==> config.mk <==
export PLATFORM = sky130hd
export DESIGN_NAME = hci_core_arbiter_ooo_guard
export DESIGN_NICKNAME = d
export VERILOG_FILES = /design/src/rtl/hci_package.sv /design/src/rtl/hci_core_arbiter_route_fifo.sv /design/src/rtl/hci_core_arbiter_ooo_guard.sv
export SDC_FILE = /design/constraint.sdc
export NUM_CORES = 1
export LEC_CHECK = 0
export BUFFER_PORTS_ARGS = -buffer_cell sky130_fd_sc_hd__buf_2
export CAP_MARGIN = 15
export CORE_AREA = 4 4 237 239
export CTS_CLUSTER_DIAMETER = 100
export DETAILED_ROUTE_END_ITERATION = 8
export DIE_AREA = 0 0 241 243
export PLACE_DENSITY = 0.39
export SYNTH_ARGS = -nofsm -noshare
export SYNTH_HDL_FRONTEND = slang
export SYNTH_HIERARCHICAL = 1
export SYNTH_SLANG_ARGS = --single-unit
==> constraint.sdc <==
create_clock -name clk_i -period 4.6 [get_ports clk_i]
set_clock_uncertainty 0.05 [all_clocks]
set_input_delay 0.46 -clock clk_i [delete_from_list [all_inputs] [get_ports clk_i]]
set_output_delay 0.46 -clock clk_i [all_outputs]
set_load 0.01 [all_outputs]
==> src/rtl/hci_package.sv <==
// rtl/hci_package.sv - shared types for the HCI core arbiter
package hci_package;

    typedef enum logic {
        ARB    = 1'b0,
        LOCKED = 1'b1
    } hci_arb_state_e;

endpackage

==> src/rtl/hci_core_arbiter_route_fifo.sv <==
// rtl/hci_core_arbiter_route_fifo.sv - winner-index FIFO routing in-order responses
module hci_core_arbiter_route_fifo #(
    parameter int unsigned WIDTH = 2,
    parameter int unsigned DEPTH = 4,
    localparam int unsigned PW = (DEPTH > 1) ? $clog2(DEPTH) : 1,
    localparam int unsigned CW = $clog2(DEPTH + 1)
) (
    input  logic             clk_i,
    input  logic             rst_i,
    input  logic             clear_i,
    input  logic             push,
    input  logic [WIDTH-1:0] push_data,
    input  logic             pop,
    output logic [WIDTH-1:0] head,
    output logic             full,
    output logic             empty,
    output logic [CW-1:0]    count
);

    logic [WIDTH-1:0] mem [DEPTH];
    logic [PW-1:0]    wr_ptr;
    logic [PW-1:0]    rd_ptr;
    logic             do_push;
    logic             do_pop;

    assign full    = (count == CW'(DEPTH));
    assign empty   = (count == '0);
    assign do_push = push && !full;
    assign do_pop  = pop && !empty;
    assign head    = mem[rd_ptr];

    // Pointers wrap explicitly so non-power-of-2 depths stay in range
    always_ff @(posedge clk_i or posedge rst_i) begin
        if (rst_i) begin
            for (int i = 0; i < int'(DEPTH); i++) mem[i] <= '0;
            wr_ptr <= '0;
            rd_ptr <= '0;
            count  <= '0;
        end else if (clear_i) begin
            for (int i = 0; i < int'(DEPTH); i++) mem[i] <= '0;
            wr_ptr <= '0;
            rd_ptr <= '0;
            count  <= '0;
        end else begin
            if (do_push) begin
                mem[wr_ptr] <= push_data;
                wr_ptr      <= (wr_ptr == PW'(DEPTH - 1)) ? '0 : wr_ptr + 1'b1;
            end
            if (do_pop) begin
                rd_ptr <= (rd_ptr == PW'(DEPTH - 1)) ? '0 : rd_ptr + 1'b1;
            end
            if (do_push && !do_pop) begin
                count <= count + 1'b1;
            end else if (!do_push && do_pop) begin
                count <= count - 1'b1;
            end
        end
    end

endmodule

==> src/rtl/hci_core_arbiter_ooo_guard.sv <==
// rtl/hci_core_arbiter_ooo_guard.sv - round-robin HCI arbiter with request lock; optional HCI_CORE_ARB_PRIO_EN
module hci_core_arbiter_ooo_guard
    import hci_package::*;
#(
    parameter int unsigned NB_IN_CHAN      = 4,
    parameter int unsigned MAX_OUTSTANDING = 4,
    parameter int unsigned DW              = 32,
    parameter int unsigned AW              = 32,
    parameter int unsigned BW              = DW / 8,
    parameter int unsigned UW              = 4,
    parameter int unsigned IW              = 4,
    parameter int unsigned EW              = 1
) (
    input  logic                           clk_i,
    input  logic                           rst_i,
    input  logic                           clear_i,
`ifdef HCI_CORE_ARB_PRIO_EN
    input  logic [NB_IN_CHAN-1:0]          prio_i,
`endif
    input  logic [NB_IN_CHAN-1:0]          in_req,
    output logic [NB_IN_CHAN-1:0]          in_gnt,
    input  logic [NB_IN_CHAN-1:0][AW-1:0]  in_add,
    input  logic [NB_IN_CHAN-1:0]          in_wen,
    input  logic [NB_IN_CHAN-1:0][BW-1:0]  in_be,
    input  logic [NB_IN_CHAN-1:0][DW-1:0]  in_data,
    input  logic [NB_IN_CHAN-1:0][UW-1:0]  in_user,
    input  logic [NB_IN_CHAN-1:0][IW-1:0]  in_id,
    input  logic [NB_IN_CHAN-1:0][EW-1:0]  in_ecc,
    output logic [NB_IN_CHAN-1:0][DW-1:0]  in_r_data,
    output logic [NB_IN_CHAN-1:0]          in_r_valid,
    input  logic [NB_IN_CHAN-1:0]          in_r_ready,
    output logic [NB_IN_CHAN-1:0][UW-1:0]  in_r_user,
    output logic [NB_IN_CHAN-1:0][IW-1:0]  in_r_id,
    output logic [NB_IN_CHAN-1:0][EW-1:0]  in_r_ecc,
    output logic                           out_req,
    input  logic                           out_gnt,
    output logic [AW-1:0]                  out_add,
    output logic                           out_wen,
    output logic [BW-1:0]                  out_be,
    output logic [DW-1:0]                  out_data,
    output logic [UW-1:0]                  out_user,
    output logic [IW-1:0]                  out_id,
    output logic [EW-1:0]                  out_ecc,
    input  logic [DW-1:0]                  out_r_data,
    input  logic                           out_r_valid,
    output logic                           out_r_ready,
    input  logic [UW-1:0]                  out_r_user,
    input  logic [IW-1:0]                  out_r_id,
    input  logic [EW-1:0]                  out_r_ecc,
    output logic                           busy_o,
    output logic                           err_o
);

    localparam int unsigned SW = $clog2(NB_IN_CHAN);
    localparam int unsigned CW = $clog2(MAX_OUTSTANDING + 1);

    hci_arb_state_e        state;
    logic [SW-1:0]         rr_ptr;
    logic [SW-1:0]         win_q;
    logic [SW-1:0]         winner;
    logic [SW-1:0]         sel;
    logic [SW-1:0]         head;
    logic [NB_IN_CHAN-1:0] eligible;
    logic                  found;
    logic                  full;
    logic                  empty;
    logic [CW-1:0]         count;
    logic                  grant;
    logic                  pop;

`ifdef HCI_CORE_ARB_PRIO_EN
    // A pending priority request restricts arbitration to the priority class
    assign eligible = (|(in_req & prio_i)) ? (in_req & prio_i) : in_req;
`else
    assign eligible = in_req;
`endif

    // Two passes: first from rr_ptr upward, then wrap to the bottom
    always_comb begin
        winner = '0;
        found  = 1'b0;
        for (int k = 0; k < int'(NB_IN_CHAN); k++) begin
            if (!found && eligible[k] && (SW'(k) >= rr_ptr)) begin
                winner = SW'(k);
                found  = 1'b1;
            end
        end
        for (int k = 0; k < int'(NB_IN_CHAN); k++) begin
            if (!found && eligible[k]) begin
                winner = SW'(k);
                found  = 1'b1;
            end
        end
    end

    assign sel     = (state == LOCKED) ? win_q : winner;
    assign out_req = !full && ((state == LOCKED) ? in_req[sel] : (|eligible));
    assign grant   = out_req && out_gnt;

    always_comb begin
        in_gnt      = '0;
        in_gnt[sel] = grant;
    end

    assign out_add  = in_add[sel];
    assign out_wen  = in_wen[sel];
    assign out_be   = in_be[sel];
    assign out_data = in_data[sel];
    assign out_user = in_user[sel];
    assign out_id   = in_id[sel];
    assign out_ecc  = in_ecc[sel];

    assign out_r_ready = empty ? 1'b1 : in_r_ready[head];
    assign pop         = out_r_valid && out_r_ready && !empty;

    always_comb begin
        in_r_valid = '0;
        if (!empty) in_r_valid[head] = out_r_valid;
    end

    assign in_r_data = {NB_IN_CHAN{out_r_data}};
    assign in_r_user = {NB_IN_CHAN{out_r_user}};
    assign in_r_id   = {NB_IN_CHAN{out_r_id}};
    assign in_r_ecc  = {NB_IN_CHAN{out_r_ecc}};

    assign busy_o = (count != '0) || (state == LOCKED);

    hci_core_arbiter_route_fifo #(
        .WIDTH (SW),
        .DEPTH (MAX_OUTSTANDING)
    ) u_route_fifo (
        .clk_i     (clk_i),
        .rst_i     (rst_i),
        .clear_i   (clear_i),
        .push      (grant),
        .push_data (sel),
        .pop       (pop),
        .head      (head),
        .full      (full),
        .empty     (empty),
        .count     (count)
    );

    // Leaving LOCKED needs a real grant, so a full FIFO keeps win_q pinned
    always_ff @(posedge clk_i or posedge rst_i) begin
        if (rst_i) begin
            state  <= ARB;
            win_q  <= '0;
            rr_ptr <= '0;
            err_o  <= 1'b0;
        end else if (clear_i) begin
            state  <= ARB;
            win_q  <= '0;
            rr_ptr <= '0;
            err_o  <= 1'b0;
        end else begin
            if (grant) begin
                rr_ptr <= (sel == SW'(NB_IN_CHAN - 1)) ? '0 : sel + 1'b1;
            end
            if (out_r_valid && empty) begin
                err_o <= 1'b1;
            end
            case (state)
                ARB: begin
                    if (out_req && !out_gnt) begin
                        state <= LOCKED;
                        win_q <= winner;
                    end
                end
                LOCKED: begin
                    if (grant) state <= ARB;
                end
                default: state <= ARB;
            endcase
        end
    end

endmodule

### Word level (Yosys, flattened, before mapping)

Cells that the tools add are included.

* multiplexer cells: 69
* bitwise operators: 5
* order comparisons: 11
* reductions and logical operators: 47
* equality and inequality tests: 5
* add/subtract/negate cells: 5

Operators by type and width (number)
* 32-bit binary-select mux with 2-bit select: 2
* 32-bit 2-to-1 mux: 2
* 2-bit 2-to-1 mux: 22
* 4-bit binary-select mux with 2-bit select: 3
* 1-bit logical AND: 24
* 1-bit 2-to-1 mux: 21
* 4-bit 2-to-1 mux: 4
* 8-bit 2-to-1 mux: 2
* 1-bit zero test: 12
* 2-bit nonzero test: 5
* 3-bit 2-to-1 mux: 3
* 4-bit bitwise AND: 2
* 1-bit binary-select mux with 2-bit select: 4
* 8-bit bitwise mux: 1
* 2-bit by 1-bit adder with 2-bit output (second input constant): 3
* 2-bit == test (second input constant): 3
* 3-bit greater-or-equal comparator (second input constant): 2
* 2-bit by 3-bit < comparator with 1-bit output (second input constant): 2
* 2-bit NOT with 3-bit output: 2
* 3-bit nonzero test: 2
* 2-bit binary-select mux with 2-bit select: 1
* 1-bit demux with 2-bit select: 2
* 2-bit demux with 2-bit select: 1
* 1-bit by 2-bit greater-or-equal comparator with 1-bit output (first input constant): 2
* 13 further kinds: 15

* bits of input ports: 366
* register bits: 21
* output and inout port bits: 254

### Longest topological paths before layout

Gate-level depths: netlist of the first run.

* word-level depth: 39
* gate-level depth with buffers: 13
* depth with buffers taken out: 9

### Hierarchy

Netlist of the first run, hierarchy kept.

By module, submodules not included
* hci_core_arbiter_ooo_guard: area each 3996.3 um2, cells each 671, instances 1
* hci_core_arbiter_route_fifo: area each 959.7 um2, cells each 94, instances 1

### Worst setup path before layout of the first run

OpenSTA, ideal clock, no wires.

* path type: reg-to-reg
* start: reg u_route_fifo.rd_ptr[0]
* end: reg u_route_fifo.count[2]
* stages on the path, launching flop included: 11
* buffers on the path: 1
* arrival: 2.922 ns
* clock period less this slack: 3.038 ns
* library setup time: 0.066 ns
* slack: 1.562 ns
* cells stage by stage: dfrtp_1 > mux4_2 > mux4_2 > and2_1 > buf_2 > o21ai_0 > and3_1 > fa_1 > and4bb_2 > a311oi_1 > o311a_1

* word-level cells in the longest chain between the ends: 14
* elaborated cells on any way between the ends: 16

RTL lines
* from (decl): RTL line hci_core_arbiter_route_fifo.sv:22 `logic [PW-1:0] rd_ptr;`
* from (signal assigned): RTL line hci_core_arbiter_route_fifo.sv:50 `rd_ptr <= (rd_ptr == PW'(DEPTH - 1)) ? '0 : rd_ptr + 1'b1;`
* 2-bit NOT with 3-bit output (not written as such) *: RTL line hci_core_arbiter_route_fifo.sv:30 `assign head = mem[rd_ptr];`
* 2-bit binary-select mux with 2-bit select *: RTL line hci_core_arbiter_route_fifo.sv:30
* 2-bit 2-to-1 mux (not written as such) * (2 in a row): RTL line hci_core_arbiter_route_fifo.sv:30
* named net head[0]: RTL line hci_core_arbiter_ooo_guard.sv:62 `logic [SW-1:0] head;`
* 1-bit binary-select mux with 2-bit select *: RTL line hci_core_arbiter_ooo_guard.sv:113 `assign out_r_ready = empty ? 1'b1 : in_r_ready[head];`
* 1-bit 2-to-1 mux (not written as such) *: RTL line hci_core_arbiter_ooo_guard.sv:113
* 1-bit 2-to-1 mux *: RTL line hci_core_arbiter_ooo_guard.sv:113
* 1-bit logical AND * (2 in a row): RTL line hci_core_arbiter_ooo_guard.sv:114 `assign pop = out_r_valid && out_r_ready && !empty;`
* named net pop: RTL line hci_core_arbiter_ooo_guard.sv:69 `logic pop;`
* 1-bit logical AND *: RTL line hci_core_arbiter_route_fifo.sv:29 `assign do_pop = pop && !empty;`
* 1-bit zero test: RTL line hci_core_arbiter_route_fifo.sv:52 `if (do_push && !do_pop) begin`
* 1-bit logical AND: RTL line hci_core_arbiter_route_fifo.sv:52
* 3-bit 2-to-1 mux: RTL line hci_core_arbiter_route_fifo.sv:52
* 3-bit 2-to-1 mux: RTL line hci_core_arbiter_route_fifo.sv:39 `end else if (clear_i) begin`
* to (signal assigned): RTL line hci_core_arbiter_route_fifo.sv:53 `count <= count + 1'b1;`
* to (signal assigned): RTL line hci_core_arbiter_route_fifo.sv:55 `count <= count - 1'b1;`
* to (decl): RTL line hci_core_arbiter_route_fifo.sv:17 `output logic [CW-1:0] count`

Mark *: on every way through the listed nets, which the timed path passes. The rest lies on a longest branch. The select of a mux whose other input is x is not followed.
A chain may end at the register's enable or synchronous reset.

### Worst setup path in the final report of the first run

* start: reg rr_ptr[1]
* end: out out_data[1]

* word-level cells in the longest chain between the ends: 30
* elaborated cells on any way between the ends: 39

RTL lines
* from (decl): RTL line hci_core_arbiter_ooo_guard.sv:58 `logic [SW-1:0] rr_ptr;`
* from (signal assigned): RTL line hci_core_arbiter_ooo_guard.sv:158 `rr_ptr <= (sel == SW'(NB_IN_CHAN - 1)) ? '0 : sel + 1'b1;`
* 1-bit by 2-bit greater-or-equal comparator with 1-bit output: RTL line hci_core_arbiter_ooo_guard.sv:83 `if (!found && eligible[k] && (SW'(k) >= rr_ptr)) begin`
* 1-bit logical AND: RTL line hci_core_arbiter_ooo_guard.sv:83
* 1-bit 2-to-1 mux: RTL line hci_core_arbiter_ooo_guard.sv:83
* 1-bit zero test: RTL line hci_core_arbiter_ooo_guard.sv:83
* 1-bit logical AND (2 in a row): RTL line hci_core_arbiter_ooo_guard.sv:83
* 1-bit 2-to-1 mux: RTL line hci_core_arbiter_ooo_guard.sv:83
* 1-bit zero test: RTL line hci_core_arbiter_ooo_guard.sv:83
* 1-bit logical AND (2 in a row): RTL line hci_core_arbiter_ooo_guard.sv:83
* (+12 left out)
* 1-bit logical AND: RTL line hci_core_arbiter_ooo_guard.sv:89 `if (!found && eligible[k]) begin`
* 1-bit 2-to-1 mux: RTL line hci_core_arbiter_ooo_guard.sv:89
* 1-bit zero test: RTL line hci_core_arbiter_ooo_guard.sv:89
* 1-bit logical AND: RTL line hci_core_arbiter_ooo_guard.sv:89
* 2-bit 2-to-1 mux *: RTL line hci_core_arbiter_ooo_guard.sv:89
* 2-bit 2-to-1 mux *: RTL line hci_core_arbiter_ooo_guard.sv:96 `assign sel = (state == LOCKED) ? win_q : winner;`
* 32-bit binary-select mux with 2-bit select *: RTL line hci_core_arbiter_ooo_guard.sv:108 `assign out_data = in_data[sel];`
* 32-bit 2-to-1 mux (not written as such) *: RTL line hci_core_arbiter_ooo_guard.sv:108
* to (decl): RTL line hci_core_arbiter_ooo_guard.sv:40 `output logic [DW-1:0] out_data,`

Mark *: on every way between the ends. The rest lies on a longest branch, timed or not. The select of a mux whose other input is x is not followed.

==> results of run 1 <==
==> layout make-up <==
cell class | count | area (um2) | share of cell area [%]
multi-input cells | 509 | 2890 | 43.6
repair buffers | 428 | 2200 | 33.3
well taps | 696 | 871 | 13.2
flip-flops and latches | 21 | 526 | 7.95
clock buffers | 3 | 75.1 | 1.14
inverters | 12 | 48.8 | 0.738
clock inverters | 1 | 5.00 | 0.0757
==> worst register-to-register path, stage by stage, from the launching register on <==
cell and delay [ns]:
dfrtp_1 0.44, mux4_2 0.60, mux4_2 0.36, and2_1 0.30, o21ai_0 0.14, and3_1 0.20
fa_1 0.44, and4bb_2 0.27, a311oi_1 0.24, o311a_1 0.20
==> cells by family after synthesis <==
logic type | Yosys count | share of synthesized area (%)
compound gates | 259 | 31.8
fa+ha+maj | 10 | 2.68
buf+inv | 235 | 31.2
flops | 21 | 10.6
mux | 19 | 4.85
simple gates | 221 | 18.9
==> placed cells by master (no fill, tap or decap), drive strengths merged, types with 2 or more instances in the layout <==
| cell | count |
|---|---|
| a22oi | 78 |
| nand2b | 4 |
| nor2 | 14 |
| mux2i | 15 |
| nand2 | 172 |
| inv | 11 |
| ha | 9 |
| and2 | 6 |
| clkinv | 2 |
| nor3 | 3 |
| nor2b | 2 |
| mux4 | 4 |
| clkbuf | 3 |
| o31ai | 3 |
| o211ai | 2 |
| a311oi | 2 |
| a21oi | 164 |
| nand3b | 3 |
| nand3 | 4 |
| and3 | 5 |
| o21ai | 4 |
| buf | 428 |
| dfrtp | 21 |
| nor3b | 2 |
==> Yosys cell counts (3+ instances only) <==
cell type	instances	share of area, %
ha_1	9	2.3
nand3b_1	3	0.45
a21oi_1	164	17
buf_2	20	2.0
mux2i_1	15	3.0
nor3_1	3	0.30
nand2_1	172	13
and3_1	3	0.38
nor2_1	14	1.1
inv_1	10	0.76
nand3_1	4	0.40
dfrtp_1	21	11
and2_1	6	0.76
a22oi_1	78	12
buf_1	4	0.30
clkbuf_1	31	2.3
mux4_2	4	1.8
o21ai_0	4	0.40
nand2b_1	4	0.50
buf_4	166	25
==> stage by stage <==
stage          setup WS, ns  instance area [um2]  power (mW)  hold slack (ns)
3_5_place_dp           1.26                 6530        2.87            0.368
5_1_grt                1.05                 6610        3.30            0.118
4_1_cts                1.15                 6610        3.07            0.101
2_1_floorplan          1.56                 4960        1.99            0.201
3_3_place_gp           1.27                 6530        2.86            0.370
6_report               1.19                 6610        3.03           0.0991
==> flip-flops by register name, summed over array words and instances, names as in the netlist <==
| name | cells |
|---|---|
| err_o | 1 |
| rr_ptr | 2 |
| u_route_fifo/wr_ptr | 2 |
| win_q | 2 |
| u_route_fifo/count | 3 |
| u_route_fifo/mem | 8 |
| state | 1 |
| u_route_fifo/rd_ptr | 2 |
==> power by group <==
part | total, mW | switching [mW] | leakage [nW] | internal (mW)
Clock | 0.184 | 0.0669 | 0.0409 | 0.117
Sequential | 0.292 | 0.0674 | 0.287 | 0.225
Combinational | 2.55 | 1.58 | 2.80 | 0.967
==> metal layers <==
layer / GRT usage [%] / part of all wire (%) / up-vias
met4: 4.25 / 5.8 / 0
li1: - / - / 2890
met3: 2.74 / 11 / 73
met1: 8.57 / 36 / 2763
met5: 0 / 0 / -
met2: 14.2 / 47 / 415
==> worst paths after layout <==
kind / start / to / slack, ns / depth (start not counted)
setup / recovery: rr_ptr[1] / out_data[1] / 1.19 / 7
hold / removal: rst_i / win_q[0] / 0.1 / 2
setup reg to reg: u_route_fifo/rd_ptr[0] / u_route_fifo/count[2] / 1.30 / 9
hold reg to reg: err_o / err_o / 0.47 / 2
max in group asynchronous: rst_i / u_route_fifo/rd_ptr[1] / 3.87 / 2
min in group clk_i: out_r_valid / err_o / 0.43 / 3
==> metrics.txt, run 1 <==
status=finished clean; CTS root buf=clkbuf_16; setup violators final=0; total CTS buffers=3; Final Instance Count excl. Fillers=1670; worst-path fanout max=159; routed vias/inst=3.68; CP endpoint kind=output port; Distinct cells, synth=43; RSZ-0062 raised after global routing=no; Clk Latency, worst-skew pair=0.25 ns; maximum clock insertion buffer count=2; placed cell count=1666; Die Area=58600 um2; Avg Cell Area, Syn=6.48 um2; hpwl dp=22200 um; Antenna diodes=0; Yosys Warn Count=6; Leak=3.13 nW; post-route setup TNS=0 ns; drt wl/cell=15.9 um; Cells after Synth=765; CTS Hold Buffers Added=0; # rows=85; syn_nets=1141; register area share after synthesis=10.6%; Post-Syn Area=4960 um2; Die W=241 um; Worst-path clk slew=0.06 ns; Setup crit start kind=register; worst path arrival time=2.90 ns; DRT Pass-1 Iters=5; core area=53800 um2; Final Wtd Congestion=0.954; Most common cell on crit path=nand2_1; Fmax=293 MHz; final core occ=12.3%; Bufs and invs on worst path=2; Ports=620; Final #Nets=1351; Overflow after GRT=0; Die H=243 um; Fill cells=6360; Slew Limit Fails=0; DR vias=6141; Worst EP required=4.09 ns; CTS tree=done; Overall Global Routing Usage=8.12%; Slew @ Worst Pin=0.733 ns; initial DRC count=315; final WL=26600 um; largest net degree at the start of global routing=160; H-tree depth=1; Worst IR Drop VDD=0.285 mV; Starting Density=9.21%; antenna violations before repair=0; pwr dens=458 nW/um2; Worst slew margin=51.2%; hold violation count in the final report=0; vias in the first global route=6278; port bufs=414; Post-synth EDFFs=0; Layout area overhead=33.4%; Post-CTS Setup Bufs=0; first-pass GRT wire length=36900 um; Yosys reg bits=21; Routed Antenna Nets=0; Setup CP Type=reg2out; family with the most delay on the worst path=compound AO/OA/AOI/OAI gates; Most used DFF post-synth=dfrtp_1; layout cell share with drive strength beyond 1=45.8%; Max-Cap Viols=0; final worst path period share=74.2%; DR DRC count=0; Async S/R FF share, synth=100%; Slowest cell on crit path=buf_12; Sink Count=21; Worst Hold Class=in2async; crit path cell chain=nand2_1, a311oi_2, o31ai_4, buf_12, nand2_1, a22oi_1, buf_2; Worst path max stage delay=0.54 ns; PostCTS Resize Cnt=0; Min Clock Period, post-route=3.41 ns
Power figures use the tool's default switching activity.
==> run 2, diff against run 1 <==
ABC_AREA = 1   (was default)
CORE_AREA = 4 4 242 244   (was 4 4 237 239)
DIE_AREA = 0 0 246 248   (was 0 0 241 243)
clock period = 2.8 ns   (was 4.6 ns; I/O delays follow)
==> run 2 against run 1 <==
  * Power increased to 2.8 times the previous value
  * Wire length increased by 25%
  * Critical path depth increased by 5
  * First-iteration DRC count decreased by 0.32%
  * Global-route usage increased by 0.46 points
  * Utilization increased by 1.9 points
  * Critical endpoint is now out_data[24]
  * Design area increased by 21%
  * Combinational power increased to 3.0 times the previous value
  * Cell count increased by 10%
  * Flip-flop and latch count unchanged
  * Hold slack improved by 0.15 ns
  * Sequential power increased by 48%
==> metrics.txt, run 2 <==
CP endpoint kind=output port; switch share=55.0% (-1.8 points); largest family of logic cells by synthesized area=buffers and inverters; CTS root buf=clkbuf_16; WHS=0.245 ns (+0.146 ns); Sink Count=21 (unchanged); Clock power frac=3.7% (-2.4 points); Clk Latency, worst-skew pair=0.26 ns (about the same); Reg area=526 um2 (unchanged); Async S/R FF share, synth=100% (unchanged); max reg flops=8 (unchanged); Post-synth EDFFs=0 (unchanged); DRT Pass-1 Iters=5 (unchanged); Top reg by flops=u_route_fifo/mem; Largest regs=u_route_fifo/mem: 8 flops, u_route_fifo/count: 3 flops; final worst path period share=97.8%; Overall Global Routing Usage=8.58% (+0.46 points); Worst EP required=2.47 ns (-1.62 ns); Cells after Synth=817 (+6.8%); Most common cell on crit path=nand2_4; layout cell share with drive strength beyond 1=53.6% (+7.8 points); worst path arrival time=2.41 ns (-0.49 ns); Overflow after GRT=0 (unchanged); Fill cells=6579 (+3.4%); maximum clock insertion buffer count=2 (unchanged); port bufs=414 (unchanged); Internal=3.76 mW (+190%); Max-Cap Viols=0 (unchanged); Post-Syn Area=4990 um2 (+0.76%); DR DRC count=0 (unchanged); power share of the sequential group=5.2% (-4.5 points); Worst Hold Class=in2reg; routed vias/inst=3.67 (-0.28%); Post-Synth Simple-Gate Area=23.7% (+4.7 points); Synth Area in Adders=2.66% (-0.020 points); Layout area overhead=60.0%; Slew Limit Fails=0 (unchanged); setup violators final=0 (unchanged); final non-filler cell area=7990 um2 (+21%); total CTS buffers=3 (unchanged); Die H=248 um (+2.1%); Slew @ Worst Pin=0.627 ns (-0.105 ns); Distinct cells, synth=35 (-19%); Synth top cells by count=buf_4 (175), nor2_1 (170), o21ai_0 (135); largest area contributor in the netlist=buf_4; Worst path max stage delay=0.42 ns (-0.12 ns); Worst slew margin=58.1% (+7.0 points); Fmax=365 MHz; Final #Nets=1462 (+8.2%); Die Area=61000 um2 (+4.2%); first-pass GRT wire length=40400 um (+9.5%); reg2reg path depth=21 (+12); vias in the first global route=6558 (+4.5%); pre-CTS setup slack=0.0321 ns (-1.23 ns); CTS tree=done; worst-path fanout max=8 (-95%); top-count cell post-synth=buf_4; RSZ-0062 raised after global routing=yes; Synth Area in Compound Gates=28.5% (-3.3 points); Hold Crit Start=out_r_valid; Min Clock Period, post-route=2.74 ns; register area share after synthesis=10.5% (-0.080 points); hold violation count in the final report=0 (unchanged); crit path cell chain=nor2_2, nand2_4, and2_4, nand4_1, nand2_2, nand2_4, clkinv_8, buf_12, buf_16, o21ai_1, o22ai_2, buf_2; most frequent cells in the layout=buf_2 (397), nor2_1 (157), o21ai_0 (89), o21ai_1 (61), o22ai_1 (54); largest cells by area after synthesis=buf_4 (26%), o21ai_0 (14%), nor2_1 (13%), dfrtp_1 (11%), o22ai_1 (9.9%); DR vias=6751 (+9.9%); status=finished clean; initial DRC count=314 (-0.32%); Ports=620 (unchanged); Worst-path clk slew=0.06 ns (about the same); Avg Cell Area, Syn=6.11 um2 (-5.7%); Antenna diodes=0 (unchanged); area of the multi-input gates=3110 um2 (+7.9%); # rows=87 (+2.4%); post-route setup TNS=0 ns (unchanged); Most used DFF post-synth=dfrtp_1; post-synthesis xor/xnor area fraction=0.175% (+0.18 points); placed instance area=6810 um2 (+4.2%); Yosys reg bits=21 (unchanged); drt wl/cell=18.0 um (+13%); Logic pwr share=91.1% (+6.8 points); Starting Density=8.87% (-0.34 points); commonest non-fill, non-tap cell in the layout=buf_2; largest net degree at the start of global routing=55 (-66%); Setup crit start kind=register; Setup CP Type=reg2out; Final Wtd Congestion=0.817 (-14%); H-tree depth=1 (unchanged); Leak=3.76 nW (+20%); worst r2r src=rr_ptr[1]; P_sw=4.59 mW (+170%); worst reg2reg path endpoint=u_route_fifo/count[2]; min setup slack post-route=0.0624 ns (-1.13 ns); Reg2Reg Setup Slack=0.13 ns (-1.17 ns); pwr dens=1050 nW/um2 (+130%); worst hold stages=3; syn_nets=1193 (+4.6%); Routed Antenna Nets=0 (unchanged); Slowest cell on crit path=dfrtp_1; Yosys Warn Count=6 (unchanged); mux cell area share after synthesis=0% (-4.8 points); core area=56300 um2 (+4.6%); Die W=246 um (+2.1%); Hold Path End=err_o; antenna violations before repair=2 (+2); Yosys top cell area share=26.3% (+1.2 points); final WL=33200 um (+25%); hpwl dp=24500 um (+10%); final core occ=14.2% (+1.9 points); Worst IR Drop VDD=0.464 mV (+63%)
run 2: cell count changes after synthesis, moves of 24 or more:
cell / previous run / this run
nor2_1: 14 / 170
inv_1: 10 / 35
a22oi_1: 78 / 0
a21oi_1: 164 / 4
nand2_1: 172 / 35
o22ai_1: 0 / 79
o21ai_1: 0 / 42
o21ai_0: 4 / 135
nand3_1: 4 / 28
run 2: cells by family after synthesis:
kind of cell	count (synthesis)
AND/OR/NAND/NOR	266
AO/OA/AOI/OAI	262
buffers and inverters	257
flip-flops	21
adder cells (fa/ha/maj)	10
XOR/XNOR	1
run 2: layer usage:
layer,track usage [%],part of all wire [%]
met5,0,0
met4,3.02,3.2
met3,2.12,7.9
met2,15.1,50
met1,10.2,39
run 2: what timing repair did:
action | CTS | global route
hold buffers | 1 | 0
endpoints found under the setup margin | 9 | 80
hold endpoints to repair | 6 | 0
gates resized for setup | 7 | 176
pin swaps | 1 | 24
setup buffers | 1 | 11
gates cloned | 2 | 18
run 2: power groups by stage:
stage	clock, mW	combinational, mW	sequential (mW)
after CTS	0.318	6.06	0.430
after global placement	0	5.82	0.436
after floorplan	0	3.46	0.432
after detailed placement	0	5.82	0.435
after global routing	0.337	8.30	0.441
final	0.310	7.62	0.431
run 2: metrics by stage:
step / std cells / power (mW)
after floorplan: 817 / 3.89
after global placement: 1805 / 6.25
after detailed placement: 1805 / 6.25
after CTS: 1813 / 6.81
after global routing: 1841 / 9.08
final: 1841 / 8.36
run 2: how the worst max path moves through the flow:
stage / startpoint / to / slack, ns / cells past startpoint
CTS: rr_ptr[1] / out_data[4] / -0.06 / 12
global route: rr_ptr[1] / out_data[1] / -0.10 / 12
detailed placement: u_route_fifo/rd_ptr[0] / u_route_fifo/count[2] / 0.03 / 18
global placement: u_route_fifo/rd_ptr[0] / u_route_fifo/count[2] / 0.07 / 18
floorplan: u_route_fifo/rd_ptr[0] / u_route_fifo/count[2] / 0.11 / 18
finish: rr_ptr[1] / out_data[24] / 0.06 / 12
run 2: final cells by class:
class | instances | area share, %
multi-input cells | 539 | 39.0
clock inverters | 1 | 0.0626
flip-flops and latches | 21 | 6.58
inverters | 40 | 2.10
clock buffers | 3 | 0.940
repair buffers | 481 | 39.5
well taps | 756 | 11.8
run 2: worst max-delay path: cells and delay by family (launching register included):
family                 cells  cell delay [ns]
and+or+nand+nor            6             0.79
buffers and inverters      4             0.59
DFF                        1             0.42
AOI/OAI and AO/OA          2             0.34
==> run 3, diff against run 2 <==
ABC_AREA = default   (was 1)
CORE_AREA = 4 4 238 240   (was 4 4 242 244)
DIE_AREA = 0 0 242 244   (was 0 0 246 248)
PLACE_DENSITY = 0.4   (was 0.39)
==> run 3 against run 2 <==
  * Wire length decreased by 26%
  * First-iteration DRC count decreased by 8.3%
  * The flow now finishes with violations (negative setup slack)
  * Design area decreased by 12%
  * Hold slack got worse by 0.0038 ns
  * Largest power group unchanged
  * Flip-flop and latch count unchanged
  * Non-clock buffer count decreased by 30
  * Critical path type is now reg2reg
  * Register-to-register slack got worse by 0.14 ns
==> metrics.txt, run 3 (synthesis gave the netlist of run 1 again) <==
hold violation count in the final report=0 (unchanged); initial DRC count=288 (-8.3%); Die Area=59000 um2 (-3.2%); Clk Latency, worst-skew pair=0.26 ns (about the same); crit path cell chain=mux4_2, mux4_2, and2_4, o21ai_1, and3_1, fa_2, buf_4, nor2_1, mux2i_1, o311a_1; DRT Pass-1 Iters=4 (-1); Hold Crit Start=out_r_valid; Worst Hold Class=in2reg; pwr dens=772 nW/um2 (-26%); Worst slew margin=56.2% (-2.0 points); first-pass GRT wire length=34000 um (-16%); Worst Setup SP=u_route_fifo/rd_ptr[0]; Worst EP required=2.89 ns (+0.42 ns); worst-path fanout max=4 (-4); final core occ=12.9% (-1.3 points); placed cell count=1687 (-6.5%); Final Wtd Congestion=0.917 (+12%); Overflow after GRT=0 (unchanged); Fmax=356 MHz (-2.6%); final WL=24600 um (-26%); Ports=620 (unchanged); Die W=242 um (-1.6%); Final Instance Count excl. Fillers=1701 (-7.6%); Die H=244 um (-1.6%); H-tree depth=1 (unchanged); Tot Pwr=5.43 mW (-35%); final non-filler cell area=7030 um2 (-12%); Starting Density=9.07% (+0.19 points); status=finished with violations; port bufs=414 (unchanged); largest net degree at the start of global routing=80 (+45%); maximum clock insertion buffer count=2 (unchanged); vias in the first global route=6286 (-4.1%); max reg flops=8 (unchanged); Worst-path clk slew=0.06 ns (about the same); DR DRC count=0 (unchanged); Top reg by flops=u_route_fifo/mem; core area=54700 um2 (-2.9%); Most common cell on crit path=mux4_2; Worst path max stage delay=0.55 ns (+0.13 ns); final worst path period share=100% (+2.6 points); # rows=86 (-1.1%); DR vias=6300 (-6.7%); Final #Nets=1374 (-6.0%); drt wl/cell=14.5 um (-20%); total CTS buffers=3 (unchanged); Slew Limit Fails=0 (unchanged); min setup slack post-route=-0.00926 ns (-0.0717 ns); Min Clock Period, post-route=2.81 ns (+0.0717 ns); worst r2r src=u_route_fifo/rd_ptr[0]; CP endpoint kind=register; post-route setup TNS=-0.00926 ns (-0.00926 ns); placed instance area=6720 um2 (-1.3%); Slowest cell on crit path=mux4_2; Largest regs=u_route_fifo/mem: 8 flops, u_route_fifo/count: 3 flops; Setup crit start kind=register; Worst IR Drop VDD=0.231 mV (-50%); Max-Cap Viols=0 (unchanged); pre-CTS setup slack=-0.0352 ns (-0.0673 ns); Overall Global Routing Usage=7.02% (-1.6 points); layout cell share with drive strength beyond 1=48.4% (-5.2 points); CTS root buf=clkbuf_16; Antenna diodes=0 (unchanged); hpwl dp=19400 um (-21%); routed vias/inst=3.70 (+1.0%); Sink Count=21 (unchanged); commonest non-fill, non-tap cell in the layout=buf_2; Routed Antenna Nets=0 (unchanged); Setup CP Type=reg2reg; Layout area overhead=41.8%; setup violators final=1 (+1); Slew @ Worst Pin=0.652 ns (+0.0246 ns); most frequent cells in the layout=buf_2 (414), nand2_1 (172), a21oi_1 (161), a22oi_1 (72), buf_4 (22); failing checks=negative setup slack; CTS tree=done; RSZ-0062 raised after global routing=yes; WHS=0.242 ns (-0.00383 ns); Leak=3.32 nW (-12%); worst path arrival time=2.90 ns (+0.49 ns); antenna violations before repair=0 (-2)
run 3: cell count changes in the layout (fill, tap and decap cells not counted), moves of 17 or more:
cell	previous run	this run
inv_1	34	10
o21ai_0	89	3
a22oi_1	0	72
o21ai_2	25	0
buf_6	20	2
o22ai_2	25	0
nand2_1	33	172
nand3_1	27	4
o21ai_1	61	1
nor2_1	157	14
a21oi_1	4	161
buf_2	397	414
o22ai_1	54	0
run 3: repair_timing:
item,4_1_cts,5_1_grt
hold endpoints to repair,6,0
gates resized for setup,4,15
buffers inserted,1,5
gates cloned,0,3
setup endpoints to repair,6,17
pin swaps,5,4
hold buffers,1,0
run 3: worst max-delay path, delay by kind of cell (launching register included):
kind / cells / cell delay, ns
AO/OA/AOI/OAI: 2 / 0.34
adder cells (fa/ha/maj): 1 / 0.37
buffers and inverters: 1 / 0.15
flip-flops: 1 / 0.40
multiplexers: 3 / 0.98
AND/OR/NAND/NOR: 3 / 0.39
run 3: path summary, 6_finish.rpt:
path,to,slack [ns],cells past startpoint
max,u_route_fifo/count[2],-0.009,10
min,err_o,0.24,3
max reg2reg,u_route_fifo/count[2],-0.009,10
min reg2reg,err_o,0.45,2
max in group asynchronous,u_route_fifo/count[0],1.66,3
min in group asynchronous,win_q[0],0.47,3
run 3: where the power goes:
| part | internal (mW) | switching (mW) |
|---|---|---|
| Clock | 0.192 | 0.120 |
| Combinational | 1.94 | 2.73 |
| Sequential | 0.371 | 0.0668 |
| Total | 2.51 | 2.92 |
run 3: cell type report:
class	instances	area, um2
clock buffers	3	75.1
clock inverters	1	5.00
repair buffers	451	2550
fillers	6366	47600
multi-input cells	509	2940
inverters	12	50.0
well taps	704	881
flip-flops and latches	21	528
run 3: routing by layer:
metal	global-route usage (%)	up-vias	wire (um)
met2	12.0	436	11700
met3	2.36	87	2540
met5	0	-	0
met1	7.46	2839	8780
li1	-	2938	-
met4	4.40	0	1570
